===== src/rtl/hazard_ctrl_unit.sv =====
// hazard_ctrl_unit
// Pipeline hazard controller: produces write enables and bubble (flush)
// controls for a five-stage pipeline from memory-busy, load-use, taken-branch
// and multi-cycle mul/div events.
//
// Priority when no memory is busy: mul/div > taken branch > load-use.
// A busy instruction or data memory freezes the whole pipeline and this
// controller's own state.
//
// Ports
//   clk, rst            clock, asynchronous active-high reset
//   IM_stall, DM_stall  instruction / data memory busy
//   ID_RegAddr1/2       source registers of the instruction in ID
//   EX_RdAddr           destination register of the instruction in EX
//   EX_MemRead          EX holds a load
//   EX_BranchTaken      EX resolved a taken branch
//   EX_MulDiv           EX holds a multi-cycle mul/div op
//   *_Write             pipeline register write enables
//   *_Flush             bubble insertion into the named pipeline register
//   MulDiv_Busy         high in every mul/div stall cycle
//   MulDiv_Done         one-cycle pulse in the first advance after a stall
//   Stall_Cnt           (only with HAZARD_PERF_CNT_EN) saturating count of
//                       non-reset cycles with PC_Write=0
//
// Parameter MULDIV_LAT (2..15): number of stall cycles for a mul/div op.
// Optional feature macro: HAZARD_PERF_CNT_EN.
module hazard_ctrl_unit #(
  parameter int MULDIV_LAT = 4
) (
  input  logic        clk,
  input  logic        rst,
  input  logic        IM_stall,
  input  logic        DM_stall,
  input  logic [4:0]  ID_RegAddr1,
  input  logic [4:0]  ID_RegAddr2,
  input  logic [4:0]  EX_RdAddr,
  input  logic        EX_MemRead,
  input  logic        EX_BranchTaken,
  input  logic        EX_MulDiv,
  output logic        PC_Write,
  output logic        IFID_Write,
  output logic        IDEX_Write,
  output logic        EXMEM_Write,
  output logic        MEMWB_Write,
  output logic        IFID_Flush,
  output logic        IDEX_Flush,
  output logic        EXMEM_Flush,
`ifdef HAZARD_PERF_CNT_EN
  output logic [31:0] Stall_Cnt,
`endif
  output logic        MulDiv_Busy,
  output logic        MulDiv_Done
);

  typedef enum logic {S_RUN, S_MULDIV} stateT;

  stateT      stateReg, stateNext;
  logic [3:0] cntReg, cntNext;
  logic       mdDoneReg, mdDoneNext;

  logic memBusy;
  logic loadUse;

  assign memBusy = IM_stall | DM_stall;
  assign loadUse = EX_MemRead && (EX_RdAddr != 5'd0) &&
                   ((EX_RdAddr == ID_RegAddr1) || (EX_RdAddr == ID_RegAddr2));

  always_ff @(posedge clk or posedge rst) begin
    if (rst) begin
      stateReg  <= S_RUN;
      cntReg    <= 4'd0;
      mdDoneReg <= 1'b0;
    end else begin
      stateReg  <= stateNext;
      cntReg    <= cntNext;
      mdDoneReg <= mdDoneNext;
    end
  end

  always_comb begin
    stateNext   = stateReg;
    cntNext     = cntReg;
    mdDoneNext  = mdDoneReg;
    PC_Write    = 1'b1;
    IFID_Write  = 1'b1;
    IDEX_Write  = 1'b1;
    EXMEM_Write = 1'b1;
    MEMWB_Write = 1'b1;
    IFID_Flush  = 1'b0;
    IDEX_Flush  = 1'b0;
    EXMEM_Flush = 1'b0;
    MulDiv_Busy = 1'b0;
    MulDiv_Done = 1'b0;

    if (rst || memBusy) begin
      // Everything frozen; registered state holds (or is being reset).
      PC_Write    = 1'b0;
      IFID_Write  = 1'b0;
      IDEX_Write  = 1'b0;
      EXMEM_Write = 1'b0;
      MEMWB_Write = 1'b0;
    end else if (stateReg == S_MULDIV) begin
      PC_Write    = 1'b0;
      IFID_Write  = 1'b0;
      IDEX_Write  = 1'b0;
      EXMEM_Flush = 1'b1;
      MulDiv_Busy = 1'b1;
      if (cntReg == 4'd1) begin
        stateNext  = S_RUN;
        cntNext    = 4'd0;
        mdDoneNext = 1'b1;
      end else begin
        cntNext = cntReg - 4'd1;
      end
    end else if (mdDoneReg) begin
      // The finished op is still sitting in EX with EX_MulDiv high; let it
      // advance once instead of re-triggering.
      MulDiv_Done = 1'b1;
      mdDoneNext  = 1'b0;
    end else if (EX_MulDiv) begin
      // Entry cycle counts as the first of the MULDIV_LAT stall cycles.
      PC_Write    = 1'b0;
      IFID_Write  = 1'b0;
      IDEX_Write  = 1'b0;
      EXMEM_Flush = 1'b1;
      MulDiv_Busy = 1'b1;
      cntNext     = 4'(MULDIV_LAT - 1);
      stateNext   = S_MULDIV;
    end else if (EX_BranchTaken) begin
      IFID_Flush = 1'b1;
      IDEX_Flush = 1'b1;
    end else if (loadUse) begin
      PC_Write   = 1'b0;
      IFID_Write = 1'b0;
      IDEX_Flush = 1'b1;
    end
  end

`ifdef HAZARD_PERF_CNT_EN
  logic [31:0] stallCntReg;

  always_ff @(posedge clk or posedge rst) begin
    if (rst) begin
      stallCntReg <= 32'd0;
    end else if (!PC_Write && (stallCntReg != 32'hFFFF_FFFF)) begin
      stallCntReg <= stallCntReg + 32'd1;
    end
  end

  assign Stall_Cnt = stallCntReg;
`endif

endmodule


===== config.mk =====
export PLATFORM = sky130hd
export DESIGN_NAME = hazard_ctrl_unit
export DESIGN_NICKNAME = d
export VERILOG_FILES = /design/src/rtl/hazard_ctrl_unit.sv
export SDC_FILE = /design/constraint.sdc
export NUM_CORES = 1
export LEC_CHECK = 0
export CAP_MARGIN = 20
export CORE_AREA = 3 3 43 45
export DETAILED_ROUTE_END_ITERATION = 8
export DIE_AREA = 0 0 46 48
export PLACE_DENSITY = 0.74
export REMOVE_ABC_BUFFERS = 1
export SLEW_MARGIN = 20
export SYNTH_ARGS = -nofsm -noshare
export SYNTH_HDL_FRONTEND = slang
export SYNTH_SLANG_ARGS = --single-unit

===== constraint.sdc =====
create_clock -name clk -period 1.8 [get_ports clk]
set_input_delay 0.18 -clock clk [delete_from_list [all_inputs] [get_ports clk]]
set_output_delay 0.18 -clock clk [all_outputs]
set_load 0.02 [all_outputs]

; ---- Word level (Yosys, flattened, before mapping)
; Cells that the tools add are included.
[word_totals]
romBits = 0
in_bits = 22
word_cells = 56
latchBits = 0
register_bits = 6
ram_bits = 0
mem_count = 0
[op_classes]
addsub = 1
n_reduce_logical = 8
bitwise = 2
eq_ne = 5
order_cmp = 0
n_mul = 0
n_shift = 0
muxes = 37
div_mod_pow = 0
[op_table]
columns = op, n
row1 = two-way mux 1 bit, 33
row2 = two-way mux 4 bit, 4
row3 = == test 5 bit, 2
row4 = nonzero test 5 bit, 1
row5 = == test 4 x 1 -> 1 bit (second input constant), 1
row6 = subtractor 4 x 1 -> 4 bit (second input constant), 1
row7 = AND reduction 3 bit, 1
row8 = logical AND 1 bit, 2
row9 = logical OR 1 bit, 2
row10 = != test 2 x 1 -> 1 bit (second input constant), 1
row11 = != test 2 bit (second input constant), 1
row12 = AND reduction 2 bit, 1
row13 = nonzero test 2 bit, 1
row14 = inverter 1 bit, 1
row15 = OR 1 bit, 1

; ---- Longest topological paths before layout
; Gate-level depths: netlist of run 1.
[depth]
ltp_word = 9
ltp_mapped = 6
ltp_nobuf = 6

; ---- Least setup slack after synthesis of run 1
; Ideal clock, no wire load.
[synth_timing]
path_type = reg-to-output
from = register stateReg
to = output port PC_Write
required_time_ps = 1620
arrival_ps = 1999
slack_ps = -379
stages_incl_launch_ff = 5
path_cell_list = dfrtp_1 > or4_4 > nor2_1 > a21boi_1 > buf_4
[synth_via]
elab_chain_len = 2
[synth_rtl]
columns = element, line
row1 = from (decl), 57  ; stateT stateReg, stateNext;
row2 = from (signal assigned), 74  ; stateReg <= stateNext;
row3 = two-way mux 1 bit (2 in series), n/a
row4 = to (decl), 40  ; output logic PC_Write,
; No other way between the ends.

; ---- Worst setup path in the final report of run 1
[layout_timing]
from = register stateReg
to = output port IDEX_Flush
[layout_via]
elab_chain_len = 2
[layout_rtl]
columns = element, line
row1 = two-way mux 1 bit, 102  ; end else if (stateReg == S_MULDIV) begin
row2 = two-way mux 1 bit, 95  ; if (rst || memBusy) begin
row3 = to (decl), 46  ; output logic IDEX_Flush,
; No other way between the ends.

==> reports/results.md, run 1 <==
| Metric | Reported |
| --- | --- |
| Result of the run | finished, violations left |
| Violated checks | setup timing |
| Detail Route met3 WL | 227 microns |
| Kind of end point of the critical path | primary output |
| Setup slack after layout | -0.108 ns |
| Top post-synthesis cells by count | sky130_fd_sc_hd__xnor2_1 (10), sky130_fd_sc_hd__dfrtp_1 (6), sky130_fd_sc_hd__inv_1 (6), sky130_fd_sc_hd__nand3_1 (4) |
| Max layer used | met4 |
| Reported leakage power | 0.484 nW |
| Number of nets at the end of the flow | 132 |
| Worst slew pin tran | 0.259 ns |
| Starting density of the core | 35.1% |
| Clock Sink Count | 6 |
| Floorplan die width | 46 microns |
| Inserted Clock Buffers | 3 |
| Cell type with the largest total area after synthesis | sky130_fd_sc_hd__dfrtp_1 |
| Worst setup slack before clock tree synthesis | -0.680 ns |
| Synth Register Bits | 6 |
| Register clock-pin slew on the reported worst setup and hold paths | 0.05 ns |
| Max-slew headroom at the worst pin | 82.7% |
| Pre-antenna DRT Iters | 4 |
| Highest net fanout along the worst path | 3 |
| Primary FF master, synth | sky130_fd_sc_hd__dfrtp_1 |
| Hold_ws | 0.00674 ns |
| Number of vias per cell | 4.99 |
| Synth Area per Inst | 8.82 sq um |
| Number of enable-type register cells in the synthesized netlist | 0 |
| Setup repair after global routing missed its margin | yes |
| Wire length on met2 | 906 microns |
| DRT met1 WL | 526 microns |
| Portion of total power attributed to sequential cells | 35.1% |
| Iter 0 DRT Violations | 8 |
| Area share of the leading cell type in the synthesized netlist | 28.4% |
| Number of distinct standard cells referenced by the synthesized netlist | 27 |
| Antenna diode count | 0 |
| Pin count of the biggest net entering global routing | 8 |
| Arrival @ worst endpoint | 1.73 ns |
| Number of H-tree branching levels | 1 |
| TritonCTS clock tree | yes |
| Post-synthesis sequential area ratio | 28.4% |
| Initial antenna violation count | 0 |
| Top-level port count | 32 |
| Clock Root Buffer | sky130_fd_sc_hd__clkbuf_4 |
| Number of failing hold endpoints at the final stage | 0 |
| Chip height | 48 microns |
| Worst Skew | 0.00389 ns |
| Fmax | 524 MHz |
| Port bufs | 31 |
| Final setup violation count | 3 |
| Synthesized area | 529 sq um |
| Total of max-cap violations | 0 |
| WP data required | 1.62 ns |
| Internal power consumption | 0.367 mW |
| Switching part of the total | 33.3% |
| Total Routed Length | 1.69 mm |
| Total die area | 2210 sq um |
| Largest cells by area after synthesis | sky130_fd_sc_hd__dfrtp_1 (28%), sky130_fd_sc_hd__xnor2_1 (17%), sky130_fd_sc_hd__a22o_1 (5.0%) |
| Share of total power in the clock network | 24.2% |
| Clock latency on the worst-skew pair | 0.26 ns |
| Net load switching power | 0.183 mW |
| Core outline area | 1510 sq um |
| Global-route wire length before repair | 2.62 mm |
| Number of warnings reported in the yosys synthesis log | 0 |
| Final number of max-transition violations | 0 |
| Number of buffers on the longest clock path | 2 |
| Number of nets with antenna violations after detailed routing | 0 |
| Cell with the most instances after synthesis | sky130_fd_sc_hd__xnor2_1 |
| Total GRT Usage | 17.2% |
| Area growth from synthesis to final layout | 88.7% |
| Async set-or-reset flop fraction in the synthesized netlist | 100% |
| Ratio of cells with drive above 1 in the final layout | 28.3% |
| Critical path launch point type | flip-flop |
| Share of power burned in combinational logic | 40.7% |
| Gate count after technology mapping | 60 |
| Worst min-delay path class | primary input to async pin |
| Routed wirelength normalized by instance count | 13.8 microns |
| Post-DP HPWL | 1.25 mm |
| Global route overflow | 0 |
| Standard-cell row count | 14 |
| Power per cell area | 550 nW/um^2 |
| Via Count | 609 |
| Setup CP Type | flip-flop to primary output |
| Minimum period implied by the final worst setup slack | 1.91 ns |
| Final core utilization | 66.3% |
| Number of DRC violations after detailed routing | 0 |
| Routability cong. | 0.810 |
| Final worst path period share | 106% |
| Maximum vdd ir drop | 0.000454 V |
| Number of global-route vias before repair | 649 |
## state kept, by name, summed over array words and instances (netlist names)
| name | cells |
|---|---|
| cntReg | 4 |
| stateReg | 1 |
| mdDoneReg | 1 |
## final timing paths
check | from | to | slack [ns] | cells after the start
hold reg to reg | cntReg[0]$_DFFE_PP0P_ | cntReg[0]$_DFFE_PP0P_ | 0.55 | 1
min in group clk | IM_stall | mdDoneReg$_DFFE_PP0P_ | 0.34 | 3
setup / recovery | stateReg$_DFFE_PP0P_ | IDEX_Flush | -0.11 | 5
setup reg to reg | stateReg$_DFFE_PP0P_ | cntReg[2]$_DFFE_PP0P_ | 0.45 | 6
max in group asynchronous | rst | cntReg[3]$_DFFE_PP0P_ | 1.59 | 3
hold / removal | rst | stateReg$_DFFE_PP0P_ | 0.007 | 3
## cells in the final DEF (no fill, tap or decap), drive strengths merged
cell type / instances
a21boi: 1
a22o: 3
a31o: 1
a31oi: 1
a32oi: 1
and2: 1
and3: 1
buf: 19
clkbuf: 3
clkdlybuf4s15: 2
clkdlybuf4s50: 14
dfrtp: 6
dlygate4sd2: 7
dlymetal6s2s: 4
ha: 2
inv: 6
nand2: 2
nand2b: 1
nand3: 4
nor2: 2
nor2b: 1
nor3: 3
nor3b: 2
o21a: 2
o21ai: 2
o22ai: 2
or3: 1
or4: 2
xnor2: 10
## final cells by class
class / instances / area [sq um]
clock buffer: 3 / 22.5
fill: 129 / 508
inverter: 6 / 22.5
multi-input combinational: 45 / 353
sequential: 6 / 150
tap: 16 / 20.0
timing repair buffer: 46 / 430
## worst max-delay path: stages (launching register included)
cell,delay [ns]
sky130_fd_sc_hd__dfrtp_1,0.40
sky130_fd_sc_hd__or4_4,0.47
sky130_fd_sc_hd__nor3_4,0.20
sky130_fd_sc_hd__and2_4,0.17
sky130_fd_sc_hd__a31o_1,0.11
sky130_fd_sc_hd__buf_6,0.12
## layer usage
metal,track usage [%],up-vias
li1,-,301
met1,16.4,274
met2,31.9,31
met3,5.64,3
met4,10.2,0
met5,0,-
## power groups by stage
stage,clock (mW),sequential (mW),combinational [mW]
after global placement,0,0.188,0.213
final,0.133,0.193,0.224
after detailed placement,0,0.191,0.219
after CTS,0.138,0.190,0.216
after floorplan,0,0.187,0.108
after global routing,0.141,0.196,0.251
## what timing repair did
item                                    in CTS  in global routing
endpoints found under the setup margin      10                  5
resized for setup                           36                  9
setup buffers                                0                  2
hold buffers                                 0                  0
pin swaps                                    3                  6
## cell families after synthesis
| logic type | count (synthesis) | share of synthesized area (%) |
|---|---|---|
| flip-flops | 6 | 28.4 |
| adder cells (fa/ha/maj) | 2 | 4.73 |
| AO/OA/AOI/OAI | 13 | 18.0 |
| XOR/XNOR | 10 | 16.5 |
| buffers and inverters | 9 | 8.51 |
| AND/OR/NAND/NOR | 20 | 23.9 |
## stage by stage
stage | setup TNS, ns | cells | power (mW) | cell area (sq um)
final | -0.165 | 122 | 0.549 | 998
after global routing | -0.377 | 122 | 0.588 | 998
after CTS | -0.444 | 120 | 0.544 | 957
after detailed placement | -3.36 | 117 | 0.410 | 935
after global placement | -3.31 | 117 | 0.401 | 935
after floorplan | -0.777 | 57 | 0.295 | 507
No activity file was read; power rests on OpenSTA's default activity.
==> inputs of run 2 (changes only) <==
--- a/config.mk
+++ b/config.mk
@@ -11,7 +11,7 @@
 export DIE_AREA = 0 0 46 48
 export PLACE_DENSITY = 0.74
 export REMOVE_ABC_BUFFERS = 1
-export SLEW_MARGIN = 20
+export SLEW_MARGIN = 0
 export SYNTH_ARGS = -nofsm -noshare
 export SYNTH_HDL_FRONTEND = slang
 export SYNTH_SLANG_ARGS = --single-unit
==> results of run 2 <==
Same layout as run 1: the final DEF is identical, and so are final timing and power.
==> inputs of run 3 (changes only) <==
--- a/config.mk
+++ b/config.mk
@@ -9,6 +9,7 @@
 export CORE_AREA = 3 3 43 45
 export DETAILED_ROUTE_END_ITERATION = 8
 export DIE_AREA = 0 0 46 48
+export GPL_ROUTABILITY_DRIVEN = 0
 export PLACE_DENSITY = 0.74
 export REMOVE_ABC_BUFFERS = 1
 export SLEW_MARGIN = 0
==> constraint.sdc (replaced) <==
create_clock -name clk -period 1.8 [get_ports clk]
set_input_delay 0.18 -clock clk [delete_from_list [all_inputs] [get_ports clk]]
set_output_delay 0.18 -clock clk [all_outputs]
set_load 0.005 [all_outputs]
==> run 3 against run 2 <==
The run still ends with setup timing left. Fmax increased by 5.8%. Clock power decreased by 3%. Sequential share of layout area increased by 0.64 points. Clock skew decreased by 0.0023 ns. Critical path type unchanged.
==> reports/results.md, run 3 (synthesis gave the netlist of run 1 again) <==
| Metric | Reported |
| --- | --- |
| Number of DRC violations after detailed routing | 0 |
| Series of cell instances along the critical path | or4_4, nor3_4, and2_4, a31o_1, buf_2 |
| Final setup violation count | 1 |
| Kind of end point of the critical path | primary output |
| Top-level port count | 32 |
| Area after detailed placement | 927 sq um |
| Hold Buf Count CTS | 0 |
| Max-slew headroom at the worst pin | 82.9% |
| Total of max-cap violations | 0 |
| Number of nets at the end of the flow | 131 |
| Initial antenna violation count | 0 |
| Total Routed Length | 1.56 mm |
| Core outline area | 1510 sq um |
| Number of H-tree branching levels | 1 |
| Starting density of the core | 35.1% |
| Result of the run | finished, violations left |
| Setup slack after layout | -0.00391 ns |
| Maximum vdd ir drop | 0.000525 V |
| Routed wirelength normalized by instance count | 12.9 microns |
| Worst Skew | 0.00159 ns |
| Clock Sink Count | 6 |
| Total GRT Usage | 15.8% |
| Via Count | 615 |
| Iter 0 DRT Violations | 8 |
| Total die area | 2210 sq um |
| Global route overflow | 0 |
| Clock latency on the worst-skew pair | 0.25 ns |
| Standard-cell row count | 14 |
| Antenna diode count | 0 |
| Violated checks | setup timing |
| Highest-count cells in the layout ignoring fill and taps | sky130_fd_sc_hd__clkdlybuf4s50_1 (19), sky130_fd_sc_hd__buf_4 (13), sky130_fd_sc_hd__xnor2_1 (10) |
| Number of global-route vias before repair | 581 |
| Inserted Clock Buffers | 3 |
| Final worst path period share | 100% |
| Number of buffers on the longest clock path | 2 |
| Critical path launch point type | flip-flop |
| Minimum period implied by the final worst setup slack | 1.80 ns |
| Number of nets with antenna violations after detailed routing | 0 |
| Power per cell area | 556 nW/um^2 |
| TritonCTS clock tree | yes |
| Worst slew pin tran | 0.257 ns |
| Floorplan die width | 46 microns |
| Chip height | 48 microns |
| Ratio of cells with drive above 1 in the final layout | 28.6% |
| Clock Root Buffer | sky130_fd_sc_hd__clkbuf_4 |
| Pin count of the biggest net entering global routing | 8 |
| Register with the most flip-flops | cntReg |
| WP data required | 1.62 ns |
| Worst min-delay path class | primary input to async pin |
| Slowest-stage cell, CP | sky130_fd_sc_hd__or4_4 |
| Number of vias per cell | 5.08 |
| Final instance area | 966 sq um |
| Final number of max-transition violations | 0 |
| Most common cell after layout, fill and taps aside | sky130_fd_sc_hd__clkdlybuf4s50_1 |
| Number of failing hold endpoints at the final stage | 0 |
| Reported leakage power | 0.438 nW |
| Arrival @ worst endpoint | 1.62 ns |
| Pre-antenna DRT Iters | 4 |
| Fmax | 554 MHz |
| Port bufs | 31 |
| Setup repair after global routing missed its margin | yes |
| Final core utilization | 64.1% |
| Number of fill cells | 136 |
| CP max stage delay | 0.46 ns |
| Highest net fanout along the worst path | 3 |
| Registers with the highest flip-flop counts | cntReg (4), mdDoneReg (1), stateReg (1) |
| Worst setup slack before clock tree synthesis | -0.583 ns |
| Global-route wire length before repair | 2.36 mm |
| Register clock-pin slew on the reported worst setup and hold paths | 0.05 ns |
| Setup CP Type | flip-flop to primary output |
| Area growth from synthesis to final layout | 82.5% |
| Max FFs per register | 4 |
| Post-DP HPWL | 1.26 mm |
## run 3: cell count changes in the layout (fill, tap and decap cells not counted), moves of 2 or more
| cell | change |
|---|---|
| sky130_fd_sc_hd__buf_2 | +5 |
| sky130_fd_sc_hd__buf_4 | -2 |
| sky130_fd_sc_hd__buf_6 | -3 |
| sky130_fd_sc_hd__clkdlybuf4s50_1 | +5 |
| sky130_fd_sc_hd__dlymetal6s2s_1 | -3 |
## run 3: worst max-delay path, delay by kind of cell (launching register included)
kind            cells  cell delay, ns
compound gates      1            0.10
buf+inv             1            0.12
flops               1            0.38
simple gates        3            0.77
## run 3: where the power goes
group          total [mW]  internal [mW]  switching (mW)
registers           0.192          0.164          0.0273
clock network       0.129         0.0757          0.0530
logic               0.216          0.126          0.0906
total               0.537          0.366           0.171
## run 3: repair_timing
action,CTS,global route
endpoints found under the setup margin,10,5
setup buffers,2,0
resized for setup,34,2
pin swaps,7,5
## run 3: final timing paths
| path | slack (ns) | from | cells after the start | endpoint |
|---|---|---|---|---|
| max in group asynchronous | 1.48 | rst | 3 | mdDoneReg$_DFFE_PP0P_ |
| min in group clk | 0.45 | rst | 3 | mdDoneReg$_DFFE_PP0P_ |
| hold reg to reg | 0.53 | cntReg[0]$_DFFE_PP0P_ | 1 | cntReg[0]$_DFFE_PP0P_ |
| setup / recovery | -0.004 | stateReg$_DFFE_PP0P_ | 5 | IDEX_Flush |
| setup reg to reg | 0.50 | cntReg[2]$_DFFE_PP0P_ | 3 | cntReg[3]$_DFFE_PP0P_ |
| hold / removal | 0.11 | rst | 3 | stateReg$_DFFE_PP0P_ |
## run 3: layout make-up
type                       instances  area [sq um]  area share (%)
inverter                           6          22.5            2.33
clock buffer                       3          22.5            2.33
tap                               16          20.0            2.07
sequential                         6           151            15.7
timing repair buffer              45           389            40.3
multi-input combinational         45           360            37.3
## run 3: metrics by stage
stage,hold WS (ns),cells,power [mW],TNS [ns]
2_1_floorplan,-0.0290,57,0.289,0
3_5_place_dp,0.532,116,0.402,-2.47
3_3_place_gp,0.522,116,0.392,-2.28
4_1_cts,0.115,121,0.546,-0.0915
6_report,0.114,121,0.537,-0.00391
5_1_grt,0.124,121,0.584,-0.170
## run 3: metal layers
| layer | track usage [%] | wire length [microns] | up-vias |
|---|---|---|---|
| li1 | - | - | 304 |
| met1 | 15.5 | 552 | 279 |
| met2 | 27.2 | 757 | 28 |
| met3 | 5.64 | 205 | 4 |
| met4 | 11.9 | 46 | 0 |
| met5 | 0 | 0 | - |
